`config.mk`:
```
export PLATFORM = sky130hd
export DESIGN_NAME = gate_bist_engine
export DESIGN_NICKNAME = d
export VERILOG_FILES = /design/src/rtl/gate_bist_engine.sv
export SDC_FILE = /design/constraint.sdc
export NUM_CORES = 1
export LEC_CHECK = 0
export ABC_CLOCK_PERIOD_IN_PS = 4900
export CAP_MARGIN = 25
export CORE_MARGIN = 4
export CORE_UTILIZATION = 56
export CTS_CLUSTER_DIAMETER = 60
export DETAILED_ROUTE_END_ITERATION = 10
export PLACE_DENSITY = 0.82
export SLEW_MARGIN = 20
export SYNTH_ARGS = -nofsm -noshare
export SYNTH_HDL_FRONTEND = slang
export SYNTH_SLANG_ARGS = --single-unit
```
`constraint.sdc`:
```
create_clock -name clk -period 4.9 [get_ports clk]
set_input_delay 0.98 -clock clk [delete_from_list [all_inputs] [get_ports clk]]
set_output_delay 0.98 -clock clk [all_outputs]
set_load 0.05 [all_outputs]
```
`src/rtl/gate_bist_engine.sv`:
```
// rtl/gate_bist_engine.sv - exhaustive-vector self-test driver/checker for N-input gate cells
// Optional first-failure capture ports enabled by GATE_BIST_FAIL_LOG_EN.
module gate_bist_engine #(
  parameter int N_IN   = 3,
  parameter int SETTLE = 2
) (
  input  logic            clk,
  input  logic            rst_n,
  input  logic            start,
  input  logic [1:0]      func,
  output logic [N_IN-1:0] dut_in,
  input  logic            dut_out,
  output logic            busy,
  output logic            done,
  output logic            pass,
  output logic [N_IN:0]   err_count
`ifdef GATE_BIST_FAIL_LOG_EN
  ,
  output logic            fail_valid,
  output logic [N_IN-1:0] fail_vec
`endif
);

  typedef enum logic [1:0] {
    ST_IDLE   = 2'd0,
    ST_DRIVE  = 2'd1,
    ST_SAMPLE = 2'd2,
    ST_DONE   = 2'd3
  } state_t;

  localparam logic [3:0]      SETTLE_LAST = 4'(SETTLE - 1);
  localparam logic [N_IN-1:0] IDX_LAST    = {N_IN{1'b1}};
  localparam logic [N_IN-1:0] IDX_ONE     = 1;
  localparam logic [N_IN:0]   ERR_ONE     = 1;

  state_t          state_q, state_d;
  logic [N_IN-1:0] idx_q, idx_d;
  logic [3:0]      cnt_q, cnt_d;
  logic [1:0]      func_q, func_d;
  logic [N_IN:0]   err_q, err_d;
  logic            pass_q, pass_d;
  logic            golden;
`ifdef GATE_BIST_FAIL_LOG_EN
  logic            fail_valid_q, fail_valid_d;
  logic [N_IN-1:0] fail_vec_q, fail_vec_d;
`endif

  always_comb begin
    golden = 1'b0;
    case (func_q)
      2'b00:   golden = |idx_q;
      2'b01:   golden = &idx_q;
      2'b10:   golden = ^idx_q;
      default: golden = ~|idx_q;
    endcase
  end

  always_comb begin
    state_d = state_q;
    idx_d   = idx_q;
    cnt_d   = cnt_q;
    func_d  = func_q;
    err_d   = err_q;
    pass_d  = pass_q;
`ifdef GATE_BIST_FAIL_LOG_EN
    fail_valid_d = fail_valid_q;
    fail_vec_d   = fail_vec_q;
`endif
    case (state_q)
      ST_IDLE: begin
        if (start) begin
          func_d  = func;
          err_d   = '0;
          pass_d  = 1'b0;
          idx_d   = '0;
          cnt_d   = '0;
          state_d = ST_DRIVE;
`ifdef GATE_BIST_FAIL_LOG_EN
          fail_valid_d = 1'b0;
          fail_vec_d   = '0;
`endif
        end
      end
      ST_DRIVE: begin
        if (cnt_q == SETTLE_LAST) begin
          cnt_d   = '0;
          state_d = ST_SAMPLE;
        end else begin
          cnt_d = cnt_q + 4'd1;
        end
      end
      ST_SAMPLE: begin
        if (dut_out != golden) begin
          err_d = err_q + ERR_ONE;
`ifdef GATE_BIST_FAIL_LOG_EN
          if (!fail_valid_q) begin
            fail_valid_d = 1'b1;
            fail_vec_d   = idx_q;
          end
`endif
        end
        // pass is resolved here so it is already valid during the DONE cycle
        if (idx_q == IDX_LAST) begin
          pass_d  = (err_d == '0);
          state_d = ST_DONE;
        end else begin
          idx_d   = idx_q + IDX_ONE;
          state_d = ST_DRIVE;
        end
      end
      default: state_d = ST_IDLE;
    endcase
  end

  always_ff @(posedge clk) begin
    if (!rst_n) begin
      state_q <= ST_IDLE;
      idx_q   <= '0;
      cnt_q   <= '0;
      func_q  <= '0;
      err_q   <= '0;
      pass_q  <= 1'b0;
`ifdef GATE_BIST_FAIL_LOG_EN
      fail_valid_q <= 1'b0;
      fail_vec_q   <= '0;
`endif
    end else begin
      state_q <= state_d;
      idx_q   <= idx_d;
      cnt_q   <= cnt_d;
      func_q  <= func_d;
      err_q   <= err_d;
      pass_q  <= pass_d;
`ifdef GATE_BIST_FAIL_LOG_EN
      fail_valid_q <= fail_valid_d;
      fail_vec_q   <= fail_vec_d;
`endif
    end
  end

  assign dut_in    = idx_q;
  assign busy      = (state_q == ST_DRIVE) || (state_q == ST_SAMPLE);
  assign done      = (state_q == ST_DONE);
  assign pass      = pass_q;
  assign err_count = err_q;
`ifdef GATE_BIST_FAIL_LOG_EN
  assign fail_valid = fail_valid_q;
  assign fail_vec   = fail_vec_q;
`endif

endmodule

```
==> Word-level counts from Yosys, hierarchy flattened <==
Index checks and enable logic that the tools add are counted.
{ "word_totals": {"latch_bits": 0, "mem_bits_ro": 0, "word_cells": 54, "memories": 0, "mem_bits_rw": 0, "ff_bits": 16, "out_inout_bits": 10, "in_bits": 6} }
{ "classes": {"n_reduce_logical": 16, "n_shift": 0, "multipliers": 0, "n_eq_ne": 12, "n_bitwise": 0, "n_lt_le_gt_ge": 0, "mux": 17, "div": 0, "n_addsub": 3} }
{ "ops": {"columns": ["cell", "n"], "rows": [
  ["2-to-1 mux 4 bit", 4],
  ["case mux 4 bit (2 select lines)", 2],
  ["AND reduction 3 bit", 3],
  ["adder 4 x 1 -> 4 bit, second input constant", 2],
  ["!= test 2 bit, second input constant", 4],
  ["AND reduction 2 bit", 4],
  ["equality test 2 bit, second input constant", 3],
  ["2-to-1 mux 2 bit", 3],
  ["2-to-1 mux 3 bit", 2],
  ["case mux 2 bit (3 select lines)", 1],
  ["case mux 3 bit (2 select lines)", 1],
  ["equality test 2 x 1 -> 1 bit, second input constant", 2],
  ["equality test 4 x 1 -> 1 bit, second input constant", 1],
  ["logical NOT 2 bit", 2],
  ["logical NOT 4 bit", 1],
  ["nonzero test 2 bit", 2],
  ["adder 3 x 1 -> 3 bit, second input constant", 1],
  ["equality test 3 bit, second input constant", 1],
  ["case mux 1 bit (3 select lines)", 1],
  ["OR reduction 3 bit", 1],
  ["XOR reduction 3 bit", 1],
  ["2-to-1 mux 1 bit", 2],
  ["case mux 1 bit (2 select lines)", 1],
  ["logical NOT 1 bit", 1],
  ["other kinds (2)", 2]
]} }

==> Logic depth before layout (Yosys ltp) <==
{ "logic_depth": {"word_depth": 9, "mapped_depth": 8, "ltp_nobuf": 8} }

==> Worst setup path before layout <==
OpenSTA, ideal clock, no wires.
{ "synth_path": {"path_type": "flip-flop to flip-flop", "startpoint": "register idx_q[0] (netlist: dut_in[0])", "endpoint": "register err_q[2] (netlist: err_count[2])", "path_buffers": 0, "required_ps": 4836, "synth_period_minus_slack_ps": 2431, "stages_incl_launch_ff": 9, "arrival_time_ps": 2367, "setup_time_ps": 64, "slack_ps": 2469, "cell_sequence": "dfxtp_1 -> inv_1 -> ha_1 -> and3b_1 -> a2111o_1 -> o211ai_2 -> nand2_2 -> or4_1 -> nand3_1"} }
{ "synth_via": {"elab_chain_len": 7, "elab_cells_between_ends": 9, "classes_between": "1 x eq/ne; 4 x mux; 4 x reduce/logical"} }
{ "synth_rtl": {"columns": ["item", "line", "text"], "rows": [
  ["start: declaration", "37", "logic [N_IN-1:0] idx_q, idx_d;"],
  ["start signal: assignment", "129", "idx_q <= idx_d;"],
  ["OR reduction 3 bit", "51, 54", null],
  ["logical NOT 1 bit", "54", "default: golden = ~|idx_q;"],
  ["case mux 1 bit (3 select lines) *", "50", "case (func_q)"],
  ["!= test 1 bit *", "93", "if (dut_out != golden) begin"],
  ["2-to-1 mux 4 bit *", "93", null],
  ["2-to-1 mux 4 bit *", "69", "case (state_q)"],
  ["case mux 4 bit (2 select lines) *", "69", null],
  ["end signal: assignment", "132", "err_q <= err_d;"],
  ["end: declaration", "40", "logic [N_IN:0] err_q, err_d;"]
]} }
Mark *: on every way between the ends. The rest lies on a longest branch, timed or not. The select of a mux whose other input is x is not followed.
A chain may end at the register's enable or synchronous reset.

==> Final worst setup path <==
{ "layout_path": {"startpoint": "register state_q[0]", "endpoint": "output busy"} }
{ "layout_via": {"elab_chain_len": 2, "elab_cells_between_ends": 3, "classes_between": "2 x eq/ne; 1 x reduce/logical"} }
{ "layout_rtl": {"columns": ["item", "line", "text"], "rows": [
  ["start: declaration", "36", "state_t state_q, state_d;"],
  ["start signal: assignment", "128", "state_q <= state_d;"],
  ["equality test 2 x 1 -> 1 bit / equality test 2 bit (equally long branches)", "142", "assign busy = (state_q == ST_DRIVE) || (state_q == ST_SAMPLE);"],
  ["logical OR 1 bit *", "142", null],
  ["end: declaration", "13", "output logic busy,"]
]} }
Mark *: on every way between the ends. The rest lies on a longest branch, timed or not.

==> impl_metrics.py <==
metrics = {
    "sta": {
        "slew_violations": 0,
        "fin_hold_ws_ps": 502,
        "tightest_slew_ps": 635,
        "layout_setup_ws_ps": 2010,
        "relSlewSlack": 0.574,
        "setup_tns_ps": 0,
        "finalCritPeriodShare": 0.590,
        "setup_viol": 0,
        "clock_skew_ps": 8.03,
        "fmax_ghz": 0.346,
        "period_minus_slack_ps": 2890,
        "hold_viol": 0,
        "rsz0062_at_grt": "false",
    },
    "drt": {
        "drt.antenna.violating_nets": 0,
        "drt_iter0_markers": 3,
        "via_per_inst": 5.68,
        "drt_first_pass_iters": 4,
        "drc": 0,
        "wirelength_um": 2220,
        "wire_per_inst_um": 13.1,
        "vias": 960,
    },
    "setup_path": {
        "worstSetupEndpointType": "primary output",
        "cp.arrival_ps": 1910,
        "rr_worst_depth": 8,
        "crit_end": "busy",
        "path_class": "flop to primary output",
        "reg2reg_slack_ps": 2700,
        "critPathMaxFanout": 5,
        "r2r_end": "pass",
        "worstSetupStartpoint": "state_q[0]",
        "cp-start-kind": "flop",
        "cp_data_required_time_ps": 3920,
        "r2r-start": "dut_in[0]",
    },
    "layout": {
        "drive_above_1_share": 0.0694,
        "nets": 163,
        "finalInstanceArea_um2": 1240,
        "fin_util": 0.710,
        "diodes": 0,
        "syn_to_final_growth_pct": 18.4,
        "final_cells": 169,
    },
    "place": {
        "port_buffers": 15,
        "place_area_um2": 1220,
        "place_worst_setup_slack_ps": 2180,
        "place_congestion": 0.795,
        "dp_cells": 166,
        "dp_hpwl_um": 1680,
    },
    "synthesis": {
        "netlist.area_leader.share": 0.306,
        "synthTopCellsByCount": "16 x dfxtp_1, 15 x nand2_1, 11 x ha_1, 10 x nor2_1, 9 x inv_1",
        "synth_warnings": 0,
        "yosysSeqAreaShare": 0.306,
        "async_flop_share": 0,
        "synth_ff_type": "dfxtp_1",
        "synth_area_leaders": "dfxtp_1 31%, ha_1 13%, nand2_1 5.4%",
        "synth_area_um2": 1050,
        "synth_top_area_cell": "dfxtp_1",
        "syn_avg_cell_area_um2": 8.11,
        "synth_edf_count": 0,
        "syn-num-nets": 146,
        "ys_ff_latch": 16,
        "synth_cells": 129,
        "yosysMostFrequentCell": "dfxtp_1",
        "ys_types": 36,
    },
    "pwr": {
        "p_leak_nw": 0.480,
        "p_total_mw": 0.434,
        "irDropWorstVdd_v": 0.000392,
        "power_density_nw_per_um2": 350,
    },
    "cts": {
        "clk_latency_ps": 280,
        "cts_tree": "built",
        "cts_hold_buffers": 0,
        "cts-buffers-inserted": 3,
        "clk_path_buf_depth": 2,
        "clk_pin_slew_ps": 100,
        "h-tree-depth": 1,
        "cts_resized": 0,
        "post-cts-setup-buffers": 0,
        "cts.sinks": 16,
        "cts-root-buf": "clkbuf_4",
    },
    "run_status": {
        "status": "finished clean",
    },
    "floorplan": {
        "boundaryPins": 16,
        "fp-row-count": 15,
        "core_um2": 1750,
        "fp.dieH_um": 51.2,
        "dieArea_um2": 2620,
        "die_x_um": 51.2,
        "start_util": 0.599,
    },
    "global_routing": {
        "grt_max_degree": 16,
        "grt_pass1_vias": 902,
        "grt_usage": 0.191,
        "grt_antenna_before_repair": 0,
        "overflow": 0,
        "grt_pass1_wl_um": 3880,
    },
    "min_path": {
        "hp-class": "flop to flop",
    },
    "run": {
        "drv_cap": 0,
    },
}
worst min path at each step:
stage | startpoint | to | slack, ps | depth (start not counted)
global placement | cnt_q[3] | cnt_q[3] | 470 | 2
detailed placement | pass | pass | 480 | 2
global route | pass | pass | 530 | 2
floorplan | cnt_q[3] | cnt_q[3] | 460 | 2
CTS | cnt_q[3] | cnt_q[3] | 510 | 2
finish | cnt_q[3] | cnt_q[3] | 500 | 2
cell type report:
type,instances,area [um^2]
sequential,16,320
timing repair buffer,15,150
tap,25,31.3
clock buffer,3,22.5
fill,151,507
inverter,9,33.8
multi-input combinational,101,681
layer usage:
metal | up-vias | part of all wire | track usage | wire (um)
met5 | - | 0 | 0 | 0
met4 | 0 | 0.012 | 0.0524 | 27
met3 | 4 | 0.033 | 0.0379 | 74
met2 | 16 | 0.48 | 0.328 | 1060
met1 | 441 | 0.48 | 0.242 | 1050
li1 | 499 | - | - | -
report_power, final:
| group | switching (mW) | internal, mW |
|---|---|---|
| sequential | 0.0167 | 0.142 |
| clock | 0.0409 | 0.0285 |
| combinational | 0.130 | 0.0757 |
| total | 0.187 | 0.247 |
placed cells by master (no fill, tap or decap), drive strengths merged:
master         count
nand2             17
dfxtp             16
clkdlybuf4s50     15
ha                11
nor2              10
inv                9
a21oi              8
nand3              6
o21ai              6
nand2b             4
nand4              4
a22oi              4
nor3               3
clkbuf             3
nand3b             2
and2               2
o32ai              2
o31ai              2
nor2b              2
mux2i              2
or4                2
and3b              1
and2b              1
a2111oi            1
a31o               1
a2111o             1
o211ai             1
o21ba              1
or4b               1
a22o               1
a41oi              1
xor2               1
nor4               1
a2bb2oi            1
a31oi              1
logic make-up after synthesis:
logic type | synth area share
and+or+nand+nor | 0.277
AOI/OAI and AO/OA | 0.214
DFF | 0.306
buffers and inverters | 0.0431
adders and majority gates | 0.132
muxes | 0.0191
xor gates and xnor gates | 0.00837
flip-flops by register name, indices dropped and copies added (netlist names):
register / count
func_q: 2
err_count: 4
cnt_q: 4
state_q: 2
dut_in: 3
pass: 1
critical path, stage by stage (launching register included):
cell and delay (ps):
dfxtp_1 420, inv_1 110, ha_1 300, clkdlybuf4s50_1 790
Power figures use the tool's default switching activity.
